--- src/rtl/serial_pkg.sv ---
// Shared definitions for the serial frame transmitter and its matching receiver.
// The state encoding includes PARITY even when SERIAL_TX_PARITY_EN is undefined,
// so that both builds use the same 3-bit state values.
package serial_pkg;

    typedef enum logic [2:0] {
        IDLE   = 3'd0,
        START  = 3'd1,
        DATA   = 3'd2,
        PARITY = 3'd3,
        STOP   = 3'd4
    } state_e;

    localparam logic LINE_IDLE = 1'b1;
    localparam logic START_BIT = 1'b0;
    localparam logic STOP_BIT  = 1'b1;

    // Total frame length in clocks: start + data + optional parity + stop.
    function automatic int frame_clks(input int data_w, input int clks_per_bit, input bit parity_en);
        return (data_w + 2 + (parity_en ? 1 : 0)) * clks_per_bit;
    endfunction

endpackage

--- src/rtl/serial_frame_tx_bit_period_cnt.sv ---
// Bit-period counter: counts 0..CLKS_PER_BIT-1 and wraps at each bit boundary.
// 'last' flags the final clock of the current bit period.
module bit_period_cnt
    import serial_pkg::*;
#(
    parameter int CLKS_PER_BIT = 868,
    parameter int CNT_W        = $clog2(CLKS_PER_BIT)
) (
    input  logic             clk,
    input  logic             rst,
    input  logic             clear,
    input  logic             enable,
    output logic [CNT_W-1:0] count,
    output logic             last
);

    logic [CNT_W-1:0] count_q;

    // Count clocks within a bit period; clear has priority over enable.
    always_ff @(posedge clk) begin
        if (!rst) begin
            count_q <= '0;
        end else if (clear) begin
            count_q <= '0;
        end else if (enable) begin
            if (last) begin
                count_q <= '0;
            end else begin
                count_q <= count_q + 1'b1;
            end
        end else begin
            count_q <= count_q;
        end
    end

    assign count = count_q;
    assign last  = (count_q == CNT_W'(CLKS_PER_BIT - 1));

endmodule

--- src/rtl/serial_frame_tx.sv ---
// Parallel-in serial-out frame transmitter: start bit, DATA_W data bits LSB
// first, optional even parity bit, stop bit; each bit lasts CLKS_PER_BIT clocks.
// Optional feature macro: SERIAL_TX_PARITY_EN inserts the parity bit.
// All outputs are registered; reset is synchronous and active-low.
module serial_frame_tx
    import serial_pkg::*;
#(
    parameter int DATA_W       = 8,
    parameter int CLKS_PER_BIT = 868,
    parameter int CNT_W        = $clog2(CLKS_PER_BIT)
) (
    input  logic              clk,
    input  logic              rst,
    input  logic [DATA_W-1:0] in_data,
    input  logic              in_valid,
    output logic              in_ready,
    output logic              tx,
    output logic              busy,
    output logic              tx_done
);

    localparam int IDX_W = (DATA_W > 1) ? $clog2(DATA_W) : 1;

    state_e            state_q;
    logic [DATA_W-1:0] shift_q;
    logic [DATA_W-1:0] shift_d;
    logic [IDX_W-1:0]  idx_q;
    logic              tx_q;
    logic              busy_q;
    logic              done_q;
    logic              ready_q;
`ifdef SERIAL_TX_PARITY_EN
    logic              parity_q;
`endif

    logic [CNT_W-1:0]  cnt_count;
    logic              cnt_last;
    logic              cnt_pre_last;
    logic              cnt_clear;

    // The counter is held at zero while idle so that the accepting edge starts
    // the start bit with a full period.
    assign cnt_clear    = (state_q == IDLE);
    assign cnt_pre_last = (cnt_count == CNT_W'(CLKS_PER_BIT - 2));
    assign shift_d      = shift_q >> 1;

    bit_period_cnt #(
        .CLKS_PER_BIT (CLKS_PER_BIT),
        .CNT_W        (CNT_W)
    ) u_bit_cnt (
        .clk    (clk),
        .rst    (rst),
        .clear  (cnt_clear),
        .enable (~cnt_clear),
        .count  (cnt_count),
        .last   (cnt_last)
    );

    // Frame sequencer with registered line, handshake and status outputs.
    always_ff @(posedge clk) begin
        if (!rst) begin
            state_q  <= IDLE;
            shift_q  <= '0;
            idx_q    <= '0;
            tx_q     <= LINE_IDLE;
            busy_q   <= 1'b0;
            done_q   <= 1'b0;
            ready_q  <= 1'b0;
`ifdef SERIAL_TX_PARITY_EN
            parity_q <= 1'b0;
`endif
        end else begin
            done_q <= 1'b0;
            case (state_q)
                IDLE: begin
                    tx_q   <= LINE_IDLE;
                    busy_q <= 1'b0;
                    // ready_q gates the handshake so the first edge after
                    // reset only raises in_ready.
                    if (in_valid && ready_q) begin
                        shift_q  <= in_data;
`ifdef SERIAL_TX_PARITY_EN
                        parity_q <= ^in_data;
`endif
                        tx_q     <= START_BIT;
                        busy_q   <= 1'b1;
                        ready_q  <= 1'b0;
                        state_q  <= START;
                    end else begin
                        ready_q <= 1'b1;
                    end
                end
                START: begin
                    if (cnt_last) begin
                        state_q <= DATA;
                        idx_q   <= '0;
                        tx_q    <= shift_q[0];
                    end
                end
                DATA: begin
                    if (cnt_last) begin
                        if (idx_q == IDX_W'(DATA_W - 1)) begin
                            idx_q   <= '0;
`ifdef SERIAL_TX_PARITY_EN
                            state_q <= PARITY;
                            tx_q    <= parity_q;
`else
                            state_q <= STOP;
                            tx_q    <= STOP_BIT;
`endif
                        end else begin
                            idx_q   <= idx_q + 1'b1;
                            shift_q <= shift_d;
                            tx_q    <= shift_d[0];
                        end
                    end
                end
`ifdef SERIAL_TX_PARITY_EN
                PARITY: begin
                    if (cnt_last) begin
                        state_q <= STOP;
                        tx_q    <= STOP_BIT;
                    end
                end
`endif
                STOP: begin
                    // Flag the final stop-bit clock one edge ahead so the
                    // registered pulse lines up with it.
                    if (cnt_pre_last) begin
                        done_q  <= 1'b1;
                        ready_q <= 1'b1;
                    end
                    if (cnt_last) begin
                        state_q <= IDLE;
                        busy_q  <= 1'b0;
                        tx_q    <= LINE_IDLE;
                    end
                end
                default: begin
                    state_q <= IDLE;
                    tx_q    <= LINE_IDLE;
                    busy_q  <= 1'b0;
                    ready_q <= 1'b0;
                end
            endcase
        end
    end

    assign in_ready = ready_q;
    assign tx       = tx_q;
    assign busy     = busy_q;
    assign tx_done  = done_q;

endmodule

--- config.mk ---
export PLATFORM = sky130hd
export DESIGN_NAME = serial_frame_tx
export DESIGN_NICKNAME = d
export VERILOG_FILES = /design/src/rtl/serial_pkg.sv /design/src/rtl/serial_frame_tx_bit_period_cnt.sv /design/src/rtl/serial_frame_tx.sv
export SDC_FILE = /design/constraint.sdc
export NUM_CORES = 1
export LEC_CHECK = 0
export CORE_ASPECT_RATIO = 0.8
export CORE_MARGIN = 3
export CORE_UTILIZATION = 55
export DETAILED_ROUTE_END_ITERATION = 8
export PLACE_DENSITY = 0.82
export SYNTH_ARGS = -nofsm -noshare
export SYNTH_HDL_FRONTEND = slang
export SYNTH_HIERARCHICAL = 1
export SYNTH_SLANG_ARGS = --single-unit
--- constraint.sdc ---
create_clock -name clk -period 3.3 [get_ports clk]
set_input_delay 0.66 -clock clk [delete_from_list [all_inputs] [get_ports clk]]
set_output_delay 0.66 -clock clk [all_outputs]
set_load 0.05 [all_outputs]
==> results of run 1 <==
==> path summary, 6_finish.rpt <==
kind,slack [ns],from,cells after the start,endpoint
max,0.55,u_bit_cnt/count[0],8,shift_q[7]
min,0.49,shift_q[7],2,shift_q[7]
max reg2reg,0.55,u_bit_cnt/count[0],8,shift_q[7]
min reg2reg,0.49,shift_q[7],2,shift_q[7]
==> per-layer routing <==
layer / routed length [microns] / up-vias / GRT usage [%] / part of all wire, %
met5: 0 / - / 0 / 0
met4: 10 / 0 / 5.38 / 0.36
met3: 147 / 2 / 4.94 / 5.3
met2: 1290 / 32 / 30.4 / 47
met1: 1310 / 581 / 21.9 / 48
li1: - / 610 / - / -
==> sequential cells by signal, indices dropped and copies added, names as in the netlist <==
register and flops:
u_bit_cnt/count 10, shift_q 8, idx_q 3, state_q 3
busy 1, in_ready 1, tx 1, tx_done 1
==> cell type report <==
class                   count  area, sq um
multi-input cells         116          850
fillers                   218          830
flip-flops and latches     28          561
repair buffers             16          155
well taps                  36         45.0
clock buffers               4         36.3
inverters                   7         26.3
==> per-stage QoR <==
stage	worst slack, ns	cell area, sq um
after global routing	0.222	1670
after detailed placement	0.574	1640
after floorplan	0.840	1470
after CTS	0.550	1670
final	0.551	1670
after global placement	0.668	1640
==> kinds of logic (layout without fill, tap and decap cells) <==
group                    count (synthesis)  count (layout)  synth area share (%)
XOR/XNOR                                 5               5                  2.98
AND/OR/NAND/NOR                         63              63                  24.7
multiplexers                            10              10                  6.90
AO/OA/AOI/OAI                           34              34                  19.8
adder cells (fa/ha/maj)                  4               4                  3.41
buffers and inverters                   14              27                  4.00
flip-flops                              28              28                  38.2
==> worst reg2reg max path, cell delays in order, from the launching register on <==
cell and delay [ns]:
dfxtp_1 0.41, ha_1 0.20, or4b_4 0.49, nor3_1 0.18, buf_4 0.19, nand2b_1 0.11, a2111oi_4 0.80, nand3b_1 0.14
a21boi_1 0.17
==> cell usage in the layout (no fill, tap or decap), types with 2 or more instances in the layout <==
master / n
a21boi_1: 2
a21oi_1: 8
a32oi_1: 2
and2_1: 2
buf_4: 2
clkbuf_4: 3
clkdlybuf4s50_1: 14
dfxtp_1: 28
ha_1: 4
inv_1: 6
mux2i_1: 9
nand2_1: 17
nand2b_1: 4
nand3_1: 4
nand3b_1: 2
nand4_1: 4
nor2_1: 7
nor2b_1: 6
nor3_1: 3
o211a_1: 7
o21ai_0: 4
o31ai_1: 4
or4_1: 4
xnor2_1: 2
xor2_1: 3
==> power breakdown <==
group	internal, W	leakage, nW	switching (W)
registers	0.000353	0.228	0.0000126
clock network	0.0000676	0.0210	0.000101
logic	0.0000419	0.364	0.0000413
==> flow_metrics.env, run 1 <==
export IMPL_status="complete, no violations"
export IMPL_power_leakage_nw=0.613
export IMPL_crit_chain="ha_1, or4b_4, nor3_1, buf_4, nand2b_1, a2111oi_4, nand3b_1, a21boi_1"
export IMPL_viasPerCell=5.92
export IMPL_dp_cells=203
export IMPL_syn_num_nets=173
export IMPL_yosysSeqAreaShare_pct=38.2
export IMPL_synth_top_area_cell="dfxtp_1"
export IMPL_grt_overflow=0
export IMPL_fin_util_pct=66.9
export IMPL_cp_max_fo=16
export IMPL_ir_worst_vdd_v=0.000265
export IMPL_slowest_delay_ns=0.80
export IMPL_first_global_vias=1128
export IMPL_skew_ns=0.0111
export IMPL_num_vias=1225
export IMPL_final_antenna_net_count=0
export IMPL_hold_viol=0
export IMPL_end_kind="flip-flop"
export IMPL_synth_common_cells="dfxtp_1, nand2_1, mux2i_1, a21oi_1"
export IMPL_ctsResizeCount=0
export IMPL_layout_drive_gt1_share_pct=6.43
export IMPL_worst_path_buf_inv=1
export IMPL_cts_tree="done"
export IMPL_drv_cap=0
export IMPL_wl_per_cell_microns=13.3
export IMPL_finalMaxSlewViolations=0
export IMPL_core_sq_um=2500
export IMPL_yosysWarnings=6
export IMPL_gp_congestion=0.855
export IMPL_rsz0062_at_grt="no"
export IMPL_clkTransAtPathRegs_ns=0.14
export IMPL_worst_pin_slew_ns=0.818
export IMPL_fmax_ghz=0.364
export IMPL_cp_required_ns=3.57
export IMPL_n_antenna_cell=0
export IMPL_grt_use_total_pct=17.8
export IMPL_hold_class="reg2reg"
export IMPL_numCtsBuffers=3
export IMPL_start_kind="flip-flop"
export IMPL_timing_slew_headroom_pct=45.4
export IMPL_synth_ff_type="dfxtp_1"
export IMPL_synth_top_area_share_pct=38.2
export IMPL_grt_max_degree=19
export IMPL_critical_path_top_delay_family="compound AO/OA/AOI/OAI gates"
export IMPL_postRouteWirelength_microns=2760
export IMPL_synthArstFlopShare_pct=0
export IMPL_antenna_found_initial=0
export IMPL_clock_sinks=28
export IMPL_die_h_microns=52.2
export IMPL_timing_worst_setup_path_type="reg2reg"
export IMPL_total_power_w=0.000617
export IMPL_htreeDepth=1
export IMPL_chipWidth_microns=63.8
export IMPL_cts_root_buf="clkbuf_4"
export IMPL_synth_edf_count=0
export IMPL_synth_area_per_cell_sq_um=9.30
export IMPL_drt_drc_violations_left=0
export IMPL_grt_pass1_wl_microns=4670
export IMPL_synth_most_common_cell="dfxtp_1"
export IMPL_drt_iter0_drc=174
export IMPL_syn_cell_area_sq_um=1470
export IMPL_dp_hpwl_microns=1980
export IMPL_cp_slowest_cell="a2111oi_4"
export IMPL_fp_dieArea_sq_um=3330
export IMPL_setup_viol_count_final=0
export IMPL_dr_pass1_iters=4
export IMPL_nNetsFinal=187
export IMPL_crit_arrival_ns=3.02
export IMPL_start_util_pct=58.7
export IMPL_num_rows=16
export IMPL_post_cts_setup_buffers=0
export IMPL_p_per_area_nw_per_um2=369
export IMPL_area_delta_synth_final_pct=13.9
export IMPL_holdBufCountCts=0
export IMPL_io_pins=15
export IMPL_fin_crit_sh_pct=83.3
export IMPL_clockBufferDepth=2
export IMPL_fin_hold_ws_ns=0.488
export IMPL_fin_setup_tns_ns=0
export IMPL_synth_cell_types=44
export IMPL_clock_latency_ns=0.33
export IMPL_portBuffers=14
export IMPL_ys_top_cells_by_area="dfxtp_1, mux2i_1, o211a_1"
export IMPL_syn_inst=158
export IMPL_ys_seq_elements=28
export IMPL_post_route_min_period_ns=2.75
export IMPL_stdcell_count=207
Note: power is estimated with default switching activity, not from simulation.
==> run 2, diff against run 1 <==
Settings changed: CORE_UTILIZATION 55 to 50, PLACE_DENSITY 0.82 to 0.78.
Clock period 3.3 ns to 2.5 ns, I/O delays scaled along.
==> flow_metrics.env, run 2 (synthesis results as in run 1) <==
export IMPL_io_pins=15
export IMPL_setup_ws_ns=0.130
export IMPL_holdBufCountCts=0
export IMPL_drt_drc_violations_left=0
export IMPL_cts_root_buf="clkbuf_8"
export IMPL_clkTransAtPathRegs_ns=0.09
export IMPL_antenna_found_initial=0
export IMPL_start_util_pct=56.0
export IMPL_dp_slack_ns=0.112
export IMPL_wl_per_cell_microns=14.4
export IMPL_grt_max_degree=17
export IMPL_crit_arrival_ns=2.58
export IMPL_timing_slew_headroom_pct=63.5
export IMPL_startpoint="u_bit_cnt/count[1]"
export IMPL_r2r_slack_ns=0.13
export IMPL_die_h_microns=54.5
export IMPL_hold_class="reg2reg"
export IMPL_hold_viol=0
export IMPL_most_common_layout_cells="dfxtp_1, nand2_1, clkdlybuf4s50_1"
export IMPL_grt_overflow=0
export IMPL_r2r_start="u_bit_cnt/count[1]"
export IMPL_ctsResizeCount=0
export IMPL_power_leakage_nw=0.643
export IMPL_grt_use_total_pct=18.1
export IMPL_nNetsFinal=191
export IMPL_num_rows=16
export IMPL_status="complete, no violations"
export IMPL_rr_worst_depth=7
export IMPL_grt_pass1_wl_microns=5060
export IMPL_core_sq_um=2620
export IMPL_p_per_area_nw_per_um2=506
export IMPL_dr_pass1_iters=4
export IMPL_end_kind="flip-flop"
export IMPL_viasPerCell=5.80
export IMPL_cp_required_ns=2.71
export IMPL_layout_drive_gt1_share_pct=9.71
export IMPL_first_global_vias=1146
export IMPL_gp_congestion=0.866
export IMPL_postRouteWirelength_microns=3040
export IMPL_post_cts_setup_buffers=0
export IMPL_final_antenna_net_count=0
export IMPL_largest_reg_flops=10
export IMPL_htreeDepth=1
export IMPL_cp_max_fo=9
export IMPL_area_delta_synth_final_pct=17.9
export IMPL_numCtsBuffers=3
export IMPL_dp_hpwl_microns=2190
export IMPL_n_antenna_cell=0
export IMPL_clock_latency_ns=0.27
export IMPL_fin_util_pct=66.0
export IMPL_cp_endpoint="idx_q[0]"
export IMPL_drv_cap=0
export IMPL_worst_pin_slew_ns=0.545
export IMPL_finalMaxSlewViolations=0
export IMPL_num_vias=1224
export IMPL_ir_worst_vdd_v=0.000386
export IMPL_fmax_ghz=0.422
export IMPL_post_route_min_period_ns=2.37
export IMPL_clockBufferDepth=2
export IMPL_skew_ns=0.00525
export IMPL_chipWidth_microns=66.6
export IMPL_setup_viol_count_final=0
export IMPL_final_common_cell="dfxtp_1"
export IMPL_r2r_end="idx_q[0]"
export IMPL_cts_tree="done"
export IMPL_portBuffers=14
export IMPL_drt_iter0_drc=132
export IMPL_fp_dieArea_sq_um=3630
export IMPL_timing_worst_setup_path_type="reg2reg"
export IMPL_clock_sinks=28
export IMPL_fin_crit_sh_pct=94.8
export IMPL_start_kind="flip-flop"
run 2: worst min path at each step:
stage / start / end / depth (start not counted)
2_1_floorplan: shift_q[7] / shift_q[7] / 2
3_5_place_dp: idx_q[0] / idx_q[0] / 2
6_report: idx_q[0] / idx_q[0] / 2
4_1_cts: idx_q[0] / idx_q[0] / 2
5_1_grt: idx_q[0] / idx_q[0] / 2
3_3_place_gp: shift_q[7] / shift_q[7] / 2
run 2: report_power, final:
group          total (W)  switching [W]  internal (W)  leakage (nW)
sequential      0.000478      0.0000128      0.000466         0.228
combinational   0.000124      0.0000629     0.0000613         0.385
clock           0.000274       0.000133      0.000141        0.0288
total           0.000877       0.000209      0.000668         0.643
run 2: area by class of cell:
cell class | count | area (sq um)
Tap cell | 36 | 45.0
Clock buffer | 4 | 55.1
Timing Repair Buffer | 20 | 189
Inverter | 7 | 26.3
Sequential cell | 28 | 562
Multi-Input combinational cell | 116 | 855
Fill cell | 218 | 891
run 2: metal layers:
layer	share of wire, %	vias to the layer above	global-route usage [%]	wire length, microns
met5	0	-	0	0
met4	0.76	0	4.39	23
met3	6.5	4	4.52	198
met2	47	43	31.7	1430
met1	46	562	22.6	1390
li1	-	615	-	-
run 2: worst max-delay path, stage by stage (launching register included):
cell	delay (ns)
dfxtp_1	0.39
ha_1	0.21
or4b_4	0.50
nor3_2	0.22
buf_4	0.20
nand3_1	0.15
or4b_1	0.53
a21boi_1	0.13
run 2: per-stage QoR:
stage / hold slack (ns) / TNS, ns / cells / cell area [sq um] / total power [W]
after CTS: 0.486 / 0 / 211 / 1720 / 0.000880
after global routing: 0.506 / -0.0164 / 211 / 1730 / 0.000908
final: 0.486 / 0 / 211 / 1730 / 0.000877
after floorplan: 0.445 / 0 / 158 / 1470 / 0.000566
after detailed placement: 0.473 / 0 / 207 / 1670 / 0.000610
after global placement: 0.454 / 0 / 207 / 1670 / 0.000604
